--- config.mk ---
export PLATFORM = sky130hd
export DESIGN_NAME = prog_loader
export DESIGN_NICKNAME = d
export VERILOG_FILES = /design/src/rtl/prog_loader_pkg.sv /design/src/rtl/prog_loader_uart_rx.sv /design/src/rtl/prog_loader.sv
export SDC_FILE = /design/constraint.sdc
export NUM_CORES = 1
export LEC_CHECK = 0
export CORE_ASPECT_RATIO = 1.25
export CORE_MARGIN = 1.5
export CORE_UTILIZATION = 55
export CTS_BUF_LIST = sky130_fd_sc_hd__clkbuf_8
export DETAILED_ROUTE_END_ITERATION = 12
export PLACE_DENSITY = 0.77
export SYNTH_ARGS = -nofsm -noshare
export SYNTH_HDL_FRONTEND = slang
export SYNTH_SLANG_ARGS = --single-unit
--- constraint.sdc ---
create_clock -name clk -period 3.2 [get_ports clk]
set_input_delay 0.32 -clock clk [delete_from_list [all_inputs] [get_ports clk]]
set_output_delay 0.32 -clock clk [all_outputs]
set_load 0.03 [all_outputs]
--- src/rtl/prog_loader_pkg.sv ---
// Shared types and constants for the serial program loader.
// CSUM exists only when LOADER_CSUM_EN is defined.
package prog_loader_pkg;

    localparam logic [7:0]  HDR_BYTE         = 8'hA5;
    localparam int unsigned DEF_CLKS_PER_BIT = 104;

    typedef enum logic [2:0] {
        IDLE,
        COUNT,
        HI,
        LO,
`ifdef LOADER_CSUM_EN
        CSUM,
`endif
        DONE,
        ERR
    } loaderState_t;

    typedef enum logic [1:0] {
        RX_IDLE,
        RX_START,
        RX_DATA,
        RX_STOP
    } rxState_t;

endpackage

--- src/rtl/prog_loader_uart_rx.sv ---
// 8N1 UART receiver: 2-flop synchronizer, mid-bit sampling, one-cycle byteValid.
module prog_loader_uart_rx
    import prog_loader_pkg::*;
#(
    parameter int unsigned CLKS_PER_BIT = DEF_CLKS_PER_BIT
) (
    input  logic       clk,
    input  logic       rst,
    input  logic       rx,
    output logic       byteValid,
    output logic [7:0] byteData,
    output logic       frameErr
);

    localparam int unsigned CNT_W = $clog2(CLKS_PER_BIT);
    localparam logic [CNT_W-1:0] HALF_LAST = CNT_W'(CLKS_PER_BIT / 2 - 1);
    localparam logic [CNT_W-1:0] BIT_LAST  = CNT_W'(CLKS_PER_BIT - 1);

    rxState_t         rxState, rxStateNext;
    logic [1:0]       syncFf;
    logic             rxPrev;
    logic             rxS;
    logic [CNT_W-1:0] cnt, cntNext;
    logic [2:0]       bitIdx, bitIdxNext;
    logic [7:0]       shiftReg, shiftNext;
    logic             validNext;
    logic [7:0]       dataNext;
    logic             ferrNext;

    assign rxS = syncFf[1];

    always_ff @(posedge clk or posedge rst) begin
        if (rst) begin
            syncFf    <= 2'b11;
            rxPrev    <= 1'b1;
            rxState   <= RX_IDLE;
            cnt       <= '0;
            bitIdx    <= '0;
            shiftReg  <= '0;
            byteValid <= 1'b0;
            byteData  <= '0;
            frameErr  <= 1'b0;
        end else begin
            syncFf    <= {syncFf[0], rx};
            rxPrev    <= rxS;
            rxState   <= rxStateNext;
            cnt       <= cntNext;
            bitIdx    <= bitIdxNext;
            shiftReg  <= shiftNext;
            byteValid <= validNext;
            byteData  <= dataNext;
            frameErr  <= ferrNext;
        end
    end

    // Start is a falling edge, confirmed low again at half a bit; otherwise a glitch.
    always_comb begin
        rxStateNext = rxState;
        cntNext     = cnt;
        bitIdxNext  = bitIdx;
        shiftNext   = shiftReg;
        validNext   = 1'b0;
        dataNext    = byteData;
        ferrNext    = frameErr;
        case (rxState)
            RX_IDLE: begin
                if (rxPrev && !rxS) begin
                    rxStateNext = RX_START;
                    cntNext     = '0;
                end
            end
            RX_START: begin
                if (cnt == HALF_LAST) begin
                    cntNext     = '0;
                    bitIdxNext  = '0;
                    rxStateNext = rxS ? RX_IDLE : RX_DATA;
                end else begin
                    cntNext = cnt + CNT_W'(1);
                end
            end
            RX_DATA: begin
                if (cnt == BIT_LAST) begin
                    cntNext    = '0;
                    shiftNext  = {rxS, shiftReg[7:1]};
                    bitIdxNext = bitIdx + 3'd1;
                    if (bitIdx == 3'd7) begin
                        rxStateNext = RX_STOP;
                    end
                end else begin
                    cntNext = cnt + CNT_W'(1);
                end
            end
            RX_STOP: begin
                if (cnt == BIT_LAST) begin
                    cntNext     = '0;
                    validNext   = 1'b1;
                    dataNext    = shiftReg;
                    ferrNext    = !rxS;
                    rxStateNext = RX_IDLE;
                end else begin
                    cntNext = cnt + CNT_W'(1);
                end
            end
            default: rxStateNext = RX_IDLE;
        endcase
    end

endmodule

--- src/rtl/prog_loader.sv ---
// Serial program loader: UART frames -> instruction memory writes, holds the CPU in reset while loading.
// Define LOADER_CSUM_EN to require and check a trailing modulo-256 checksum byte.
module prog_loader
    import prog_loader_pkg::*;
#(
    parameter int unsigned CLKS_PER_BIT = DEF_CLKS_PER_BIT,
    parameter int unsigned DEPTH        = 128
) (
    input  logic        clk,
    input  logic        rst,
    input  logic        rx,
    output logic        cpuRst,
    output logic        imemWE,
    output logic [15:0] imemAddr,
    output logic [15:0] imemData,
    output logic        busy,
    output logic        done,
    output logic        err
);

    localparam int unsigned AW = $clog2(DEPTH);
    localparam int unsigned CW = AW + 1;

    logic       byteValid;
    logic [7:0] byteData;
    logic       frameErr;
    logic       isHdr;

    loaderState_t state, stateNext;
    logic [CW-1:0] count, countNext;
    logic [CW-1:0] addrCnt, addrNext;
    logic [7:0]    hiReg, hiNext;
    logic          cpuRstNext, imemWENext, busyNext, doneNext, errNext;
    logic [15:0]   imemAddrNext, imemDataNext;
    logic          goErr, goDone;
`ifdef LOADER_CSUM_EN
    logic [7:0]    csumAcc, csumNext;
`endif

    prog_loader_uart_rx #(
        .CLKS_PER_BIT(CLKS_PER_BIT)
    ) uartRx (
        .clk      (clk),
        .rst      (rst),
        .rx       (rx),
        .byteValid(byteValid),
        .byteData (byteData),
        .frameErr (frameErr)
    );

    assign isHdr = byteValid && !frameErr && (byteData == HDR_BYTE);

    always_ff @(posedge clk or posedge rst) begin
        if (rst) begin
            state    <= IDLE;
            count    <= '0;
            addrCnt  <= '0;
            hiReg    <= '0;
            cpuRst   <= 1'b0;
            imemWE   <= 1'b0;
            imemAddr <= '0;
            imemData <= '0;
            busy     <= 1'b0;
            done     <= 1'b0;
            err      <= 1'b0;
`ifdef LOADER_CSUM_EN
            csumAcc  <= '0;
`endif
        end else begin
            state    <= stateNext;
            count    <= countNext;
            addrCnt  <= addrNext;
            hiReg    <= hiNext;
            cpuRst   <= cpuRstNext;
            imemWE   <= imemWENext;
            imemAddr <= imemAddrNext;
            imemData <= imemDataNext;
            busy     <= busyNext;
            done     <= doneNext;
            err      <= errNext;
`ifdef LOADER_CSUM_EN
            csumAcc  <= csumNext;
`endif
        end
    end

    // Frame FSM; done/err/cpuRst change on the transition so they appear one cycle after byteValid.
    always_comb begin
        stateNext    = state;
        countNext    = count;
        addrNext     = addrCnt;
        hiNext       = hiReg;
        cpuRstNext   = cpuRst;
        imemWENext   = 1'b0;
        imemAddrNext = imemAddr;
        imemDataNext = imemData;
        busyNext     = busy;
        doneNext     = done;
        errNext      = err;
        goErr        = 1'b0;
        goDone       = 1'b0;
`ifdef LOADER_CSUM_EN
        csumNext     = csumAcc;
`endif
        case (state)
            IDLE, ERR: begin
                if (isHdr) begin
                    stateNext  = COUNT;
                    doneNext   = 1'b0;
                    errNext    = 1'b0;
                    busyNext   = 1'b1;
                    cpuRstNext = 1'b1;
                    addrNext   = '0;
`ifdef LOADER_CSUM_EN
                    csumNext   = '0;
`endif
                end
            end
            COUNT: begin
                if (byteValid) begin
                    if (frameErr || byteData == 8'd0 || {1'b0, byteData} > 9'(DEPTH)) begin
                        goErr = 1'b1;
                    end else begin
                        countNext = CW'(byteData);
                        stateNext = HI;
                    end
                end
            end
            HI: begin
                if (byteValid) begin
                    if (frameErr) begin
                        goErr = 1'b1;
                    end else begin
                        hiNext    = byteData;
                        stateNext = LO;
`ifdef LOADER_CSUM_EN
                        csumNext  = csumAcc + byteData;
`endif
                    end
                end
            end
            LO: begin
                if (byteValid) begin
                    if (frameErr) begin
                        goErr = 1'b1;
                    end else begin
                        imemWENext   = 1'b1;
                        imemDataNext = {hiReg, byteData};
                        imemAddrNext = 16'(addrCnt[AW-1:0]);
                        addrNext     = addrCnt + CW'(1);
`ifdef LOADER_CSUM_EN
                        csumNext     = csumAcc + byteData;
`endif
                        if (addrNext == count) begin
`ifdef LOADER_CSUM_EN
                            stateNext = CSUM;
`else
                            goDone = 1'b1;
`endif
                        end else begin
                            stateNext = HI;
                        end
                    end
                end
            end
`ifdef LOADER_CSUM_EN
            CSUM: begin
                if (byteValid) begin
                    if (frameErr || byteData != csumAcc) begin
                        goErr = 1'b1;
                    end else begin
                        goDone = 1'b1;
                    end
                end
            end
`endif
            DONE: stateNext = IDLE;
            default: stateNext = IDLE;
        endcase
        if (goErr) begin
            stateNext = ERR;
            errNext   = 1'b1;
            busyNext  = 1'b0;
        end
        if (goDone) begin
            stateNext  = DONE;
            doneNext   = 1'b1;
            busyNext   = 1'b0;
            cpuRstNext = 1'b0;
        end
    end

endmodule

; ---- After elaboration in Yosys (flattened, before gate mapping)
; Cells that the tools add are included.
; W data, S select, Z words.
[classes]
addsub = 3
n_lt_le_gt_ge = 1
n_eq_ne = 28
mux = 52
bitwise_logic = 2
reduce_logical = 33
[ops]
columns = cell, n
row1 = $mux W3, 12
row2 = $mux W8, 3
row3 = $mux W1, 22
row4 = $mux W7, 3
row5 = $pmux W7 S3, 1
row6 = $ne A4 B4 Y1 const B, 5
row7 = $pmux W8 S2, 1
row8 = $mux W2, 6
row9 = $ne A2 B1 Y1 const B, 6
row10 = $ne A4 B3 Y1 const B, 3
row11 = $pmux W3 S4, 1
row12 = $reduce_and A3 Y1, 4
row13 = $reduce_bool A2 Y1, 6
row14 = $reduce_and A2 Y1, 5
row15 = $add A8 B1 Y8 const B, 1
row16 = $eq A8 B8 Y1, 1
row17 = $eq A8 B8 Y1 const B, 1
row18 = $gt A8 B8 Y1 const B, 1
row19 = $logic_not A8 Y1, 1
row20 = $pmux W2 S4, 1
row21 = $reduce_and A8 Y1, 1
row22 = $add A7 B1 Y7 const B, 1
row23 = $eq A7 B6 Y1 const B, 1
row24 = $eq A7 B7 Y1 const B, 1
row25 = other kinds (19), 31
[totals]
regBits = 88
in_bits = 3
out_inout_bits = 37
wordCells = 139

; ---- Depth between registers and ports, before layout
[depth]
depth_word = 8
depth_mapped = 8
ltp_nobuf = 7

; ---- Cells and area by module
; Synthesis repeated with hierarchy kept, for this count alone.
[hier_totals]
hier_cells = 353
hier_area_um2 = 4045.1
[modules_own_cells]
columns = module, instances, cells_each, area_each_um2, seq_area_each_um2
row1 = prog_loader, 1, 230, 2565.0, 1376.3
row2 = prog_loader_uart_rx, 1, 123, 1480.2, 829.5

; ---- Worst setup path before layout
; No wires, ideal clock.
[synth_path]
kind = reg2reg
start = register uartRx.byteData[1]
end = register count[0]
setup_time_ps = 125
t_arrival_ps = 1946
required_time_ps = 3075
path_slack_ps = 1129
path_stages_with_launch = 6
path_buffers = 1
synth_period_minus_slack_ps = 2071
path_cell_list = dfrtp_1 -> or4_4 -> or3_1 -> and4_4 -> buf_6 -> mux2_4
[synth_via]
elab_chain_cells = 5
word_cells_on_any_way = 6
classes_between = order compare (1) / bitwise (1) / reduce/logical (4)
[synth_rtl]
columns = element, line
row1 = "start, declared", prog_loader_uart_rx.sv:11  ; output logic [7:0] byteData,
row2 = "start signal, assigned", prog_loader_uart_rx.sv:51  ; byteData <= dataNext;
row3 = branches (longest 2 deep; another with $gt A8 B8 Y1), n/a
row4 = $logic_or A1 B1 Y1 (*), prog_loader.sv:121  ; if (frameErr || byteData == 8'd0 || {1'b0, byteData} > 9'(DEPTH)) begin
row5 = $not A1 Y1 (no source line) (*), n/a
row6 = $reduce_and A3 Y1 (no source line) (*), n/a
row7 = "end signal, assigned", prog_loader.sv:71  ; count <= countNext;
row8 = "end, declared", prog_loader.sv:30  ; logic [CW-1:0] count, countNext;
; Mark *: on every way between the ends.
; A chain may end at the register's enable or synchronous reset.

; ---- Worst setup path in the final report
[layout_path]
start = register uartRx.byteData[1]
end = register addrCnt[7]
[layout_via]
elab_chain_cells = 4
[layout_rtl]
columns = element, line
row1 = $eq A8 B8 Y1, prog_loader.sv:51  ; assign isHdr = byteValid && !frameErr && (byteData == HDR_BYTE);
row2 = $logic_and A1 B1 Y1, prog_loader.sv:51
row3 = $ne A2 B2 Y1 (no source line), n/a
row4 = $reduce_and A4 Y1 (no source line), n/a
row5 = "end signal, assigned", prog_loader.sv:72  ; addrCnt <= addrNext;
row6 = "end, declared", prog_loader.sv:31  ; logic [CW-1:0] addrCnt, addrNext;
; Every way passes these cells.

==> impl_metrics.yaml <==
outcome:
  status: "finished, final reports clean"
worst_setup_path:
  critical_path.slowest_cell: "or4_4"
  cp.required_ns: 3.43
  crit_type: "reg -> reg"
  path_max_fanout: 7
  crit_family: "simple AND/OR/NAND/NOR gates"
  crit_chain: "or4_4, nor4_4, nand2b_1, inv_2, o21ai_1, o31ai_1"
  cp_num_cells: 6
  rr_worst_depth: 6
  start_kind: "flip-flop"
  critPathCaptureType: "flip-flop"
  max_stage_delay_ns: 0.59
  cp.arrival_ns: 2.41
  crit_buf_inv: 1
timing:
  worst_pin_slew_ns: 0.767
  fin_worst_skew_ns: 0.0127
  rsz0062_at_grt: "no"
  final-hold-violation-count: 0
  setup_viol_count_final: 0
  whs_ns: 0.336
  finalMaxSlewViolations: 0
  setup_tns_ns: 0
  min_period_ns: 2.18
  slew_headroom_pct: 48.7
  finalCritPeriodShare_pct: 68.2
  max_freq_mhz: 458
power:
  total_leakage_power_nw: 2.26
  switching_share_pct: 24.9
  p_clk_share_pct: 38.2
  p_seq_share_pct: 52.7
  combPwrFrac_pct: 9.2
  ir_worst_vdd_mv: 0.329
  cellInternalPower_w: 0.00170
  p_per_area_nw_per_um2: 490
  p_total_w: 0.00226
  p_switching_w: 0.000565
yosys:
  syn_area_um2: 4020
  yosys.cell_types.count: 54
  synthCells: 375
  synth-edff-count: 0
  async_flop_share_pct: 100
  yosysSeqAreaShare_pct: 54.9
  ys.warnings.count: 0
  syn_area_per_cell_um2: 10.7
  synth-seq-cells: 88
  synth_ff_type: "dfrtp_1"
global_routing:
  grt_pass1_vias: 2703
  grt_max_degree: 57
  grt_usage_pct: 21.3
  grt_pass1_wl_mm: 12.9
  grt-ovfl-total: 0
  antenna_found_initial: 0
die:
  core_area_um2: 7020
  fp.dieH_um: 98.5
  dieArea_um2: 7820
  initial_core_util_pct: 57.2
  rows: 34
  die_x_um: 79.4
  boundaryPins: 40
placement:
  dp.cells: 484
  gp_congestion: 0.915
  port_buffers: 30
  dp_hpwl_mm: 5.29
layout:
  final_util_pct: 65.8
  final_common_cell: "nand2_1"
  final_cell_mix: "88 x nand2_1, 85 x dfrtp_1, 30 x clkdlybuf4s50_1, 25 x mux2_2"
  syn2layout_area_growth_pct: 15.1
  layout-drive-gt1-share_pct: 17.3
  diodes: 0
  nets: 412
  final-instance-count-excl-fill: 500
clocking:
  clockRootBuffer: "clkbuf_8"
  cts_setup_buffers: 0
  cts.sinks: 88
  clkTransAtPathRegs_ns: 0.09
  post_cts_resized: 0
  clkLatencyLatePin_ns: 0.35
  clockBufferDepth: 2
  numCtsBuffers: 9
  htreeDepth: 3
  cts_hold_buf: 0
  cts_tree: "built"
routing:
  drt-vias-per-instance: 5.51
  antenna_left: 0
  first_pass_iters: 4
  wl_per_cell_um: 15.2
  vias: 2754
  drt_wl_total_mm: 7.62
  drc: 0
  drtIter0Drc: 230
run:
  drv_cap: 0
hold_path:
  hold_path.class: "in -> async"
==> area by class of cell <==
class                           instances  area (um2)
Clock inverter                          5        78.8
Sequential cell                        88        2210
Multi-Input combinational cell        257        1670
Timing Repair Buffer                   35         350
Clock buffer                           11         151
Fill cell                             556        2400
Tap cell                               90         113
Inverter                               14        53.8
==> worst paths after layout <==
check | start | to | slack, ns
worst min register to register | uartRx.syncFf[0] | uartRx.syncFf[1] | 0.36
worst min-delay path | rst | imemData[0] | 0.34
min in group clk | uartRx.syncFf[0] | uartRx.syncFf[1] | 0.36
worst max register to register | uartRx.byteData[1] | addrCnt[7] | 1.02
worst max-delay path | uartRx.byteData[1] | addrCnt[7] | 1.02
max in group asynchronous | rst | uartRx.syncFf[0] | 2.16
==> metrics by stage <==
stage	area (um2)	setup slack [ns]
2_1_floorplan	4050	0.606
3_3_place_gp	4390	1.05
3_5_place_dp	4390	1.03
4_1_cts	4620	1.00
5_1_grt	4620	0.842
6_report	4620	1.02
==> state kept, by name, indices dropped and copies added, names as in the netlist, 2 cells and up, named ones only <==
| name | count |
|---|---|
| addrCnt | 8 |
| count | 8 |
| hiReg | 8 |
| imemAddr | 7 |
| imemData | 16 |
| state | 3 |
| uartRx.bitIdx | 3 |
| uartRx.byteData | 8 |
| uartRx.cnt | 7 |
| uartRx.shiftReg | 8 |
| uartRx.syncFf | 2 |
==> cells in the mapped netlist (5+ instances only) <==
cell type / n / area [um2]
a21oi_1: 6 / 30.0
buf_4: 9 / 67.6
clkbuf_1: 14 / 52.6
dfrtp_1: 85 / 2130
inv_1: 11 / 41.3
mux2_2: 25 / 282
mux2_4: 8 / 120
nand2_1: 88 / 330
nand2b_1: 5 / 31.3
nand3_1: 9 / 45.0
nor2_1: 10 / 37.5
nor2b_1: 5 / 31.3
o21ai_0: 12 / 60.1
o21ai_1: 12 / 60.1
xnor2_1: 6 / 52.6
xor2_1: 7 / 61.3
==> power groups by stage <==
| stage | Sequential, W | Combinational [W] | Clock, W |
|---|---|---|---|
| finish | 0.00119 | 0.000208 | 0.000864 |
| CTS | 0.00119 | 0.000209 | 0.000878 |
| detailed placement | 0.00121 | 0.000204 | 0 |
| global placement | 0.00121 | 0.000201 | 0 |
| global route | 0.00120 | 0.000242 | 0.000927 |
| floorplan | 0.00120 | 0.000174 | 0 |
==> cell families after synthesis <==
logic type	after synthesis	share of synthesized area, %
DFF	88	54.9
and+or+nand+nor	142	16.7
buffers and inverters	38	4.58
other	1	0.0934
xor gates and xnor gates	14	3.40
adders and majority gates	4	1.25
muxes	36	10.8
AOI/OAI and AO/OA	52	8.26
==> per-layer routing <==
layer  GRT usage (%)  wire length, um  vias up
met5               0                0        -
met4            7.42              114        0
met3            5.00              220       10
met2            34.7             3900       54
met1            27.9             3380     1368
li1                -                -     1322
Note: power is estimated with default switching activity, not from simulation.
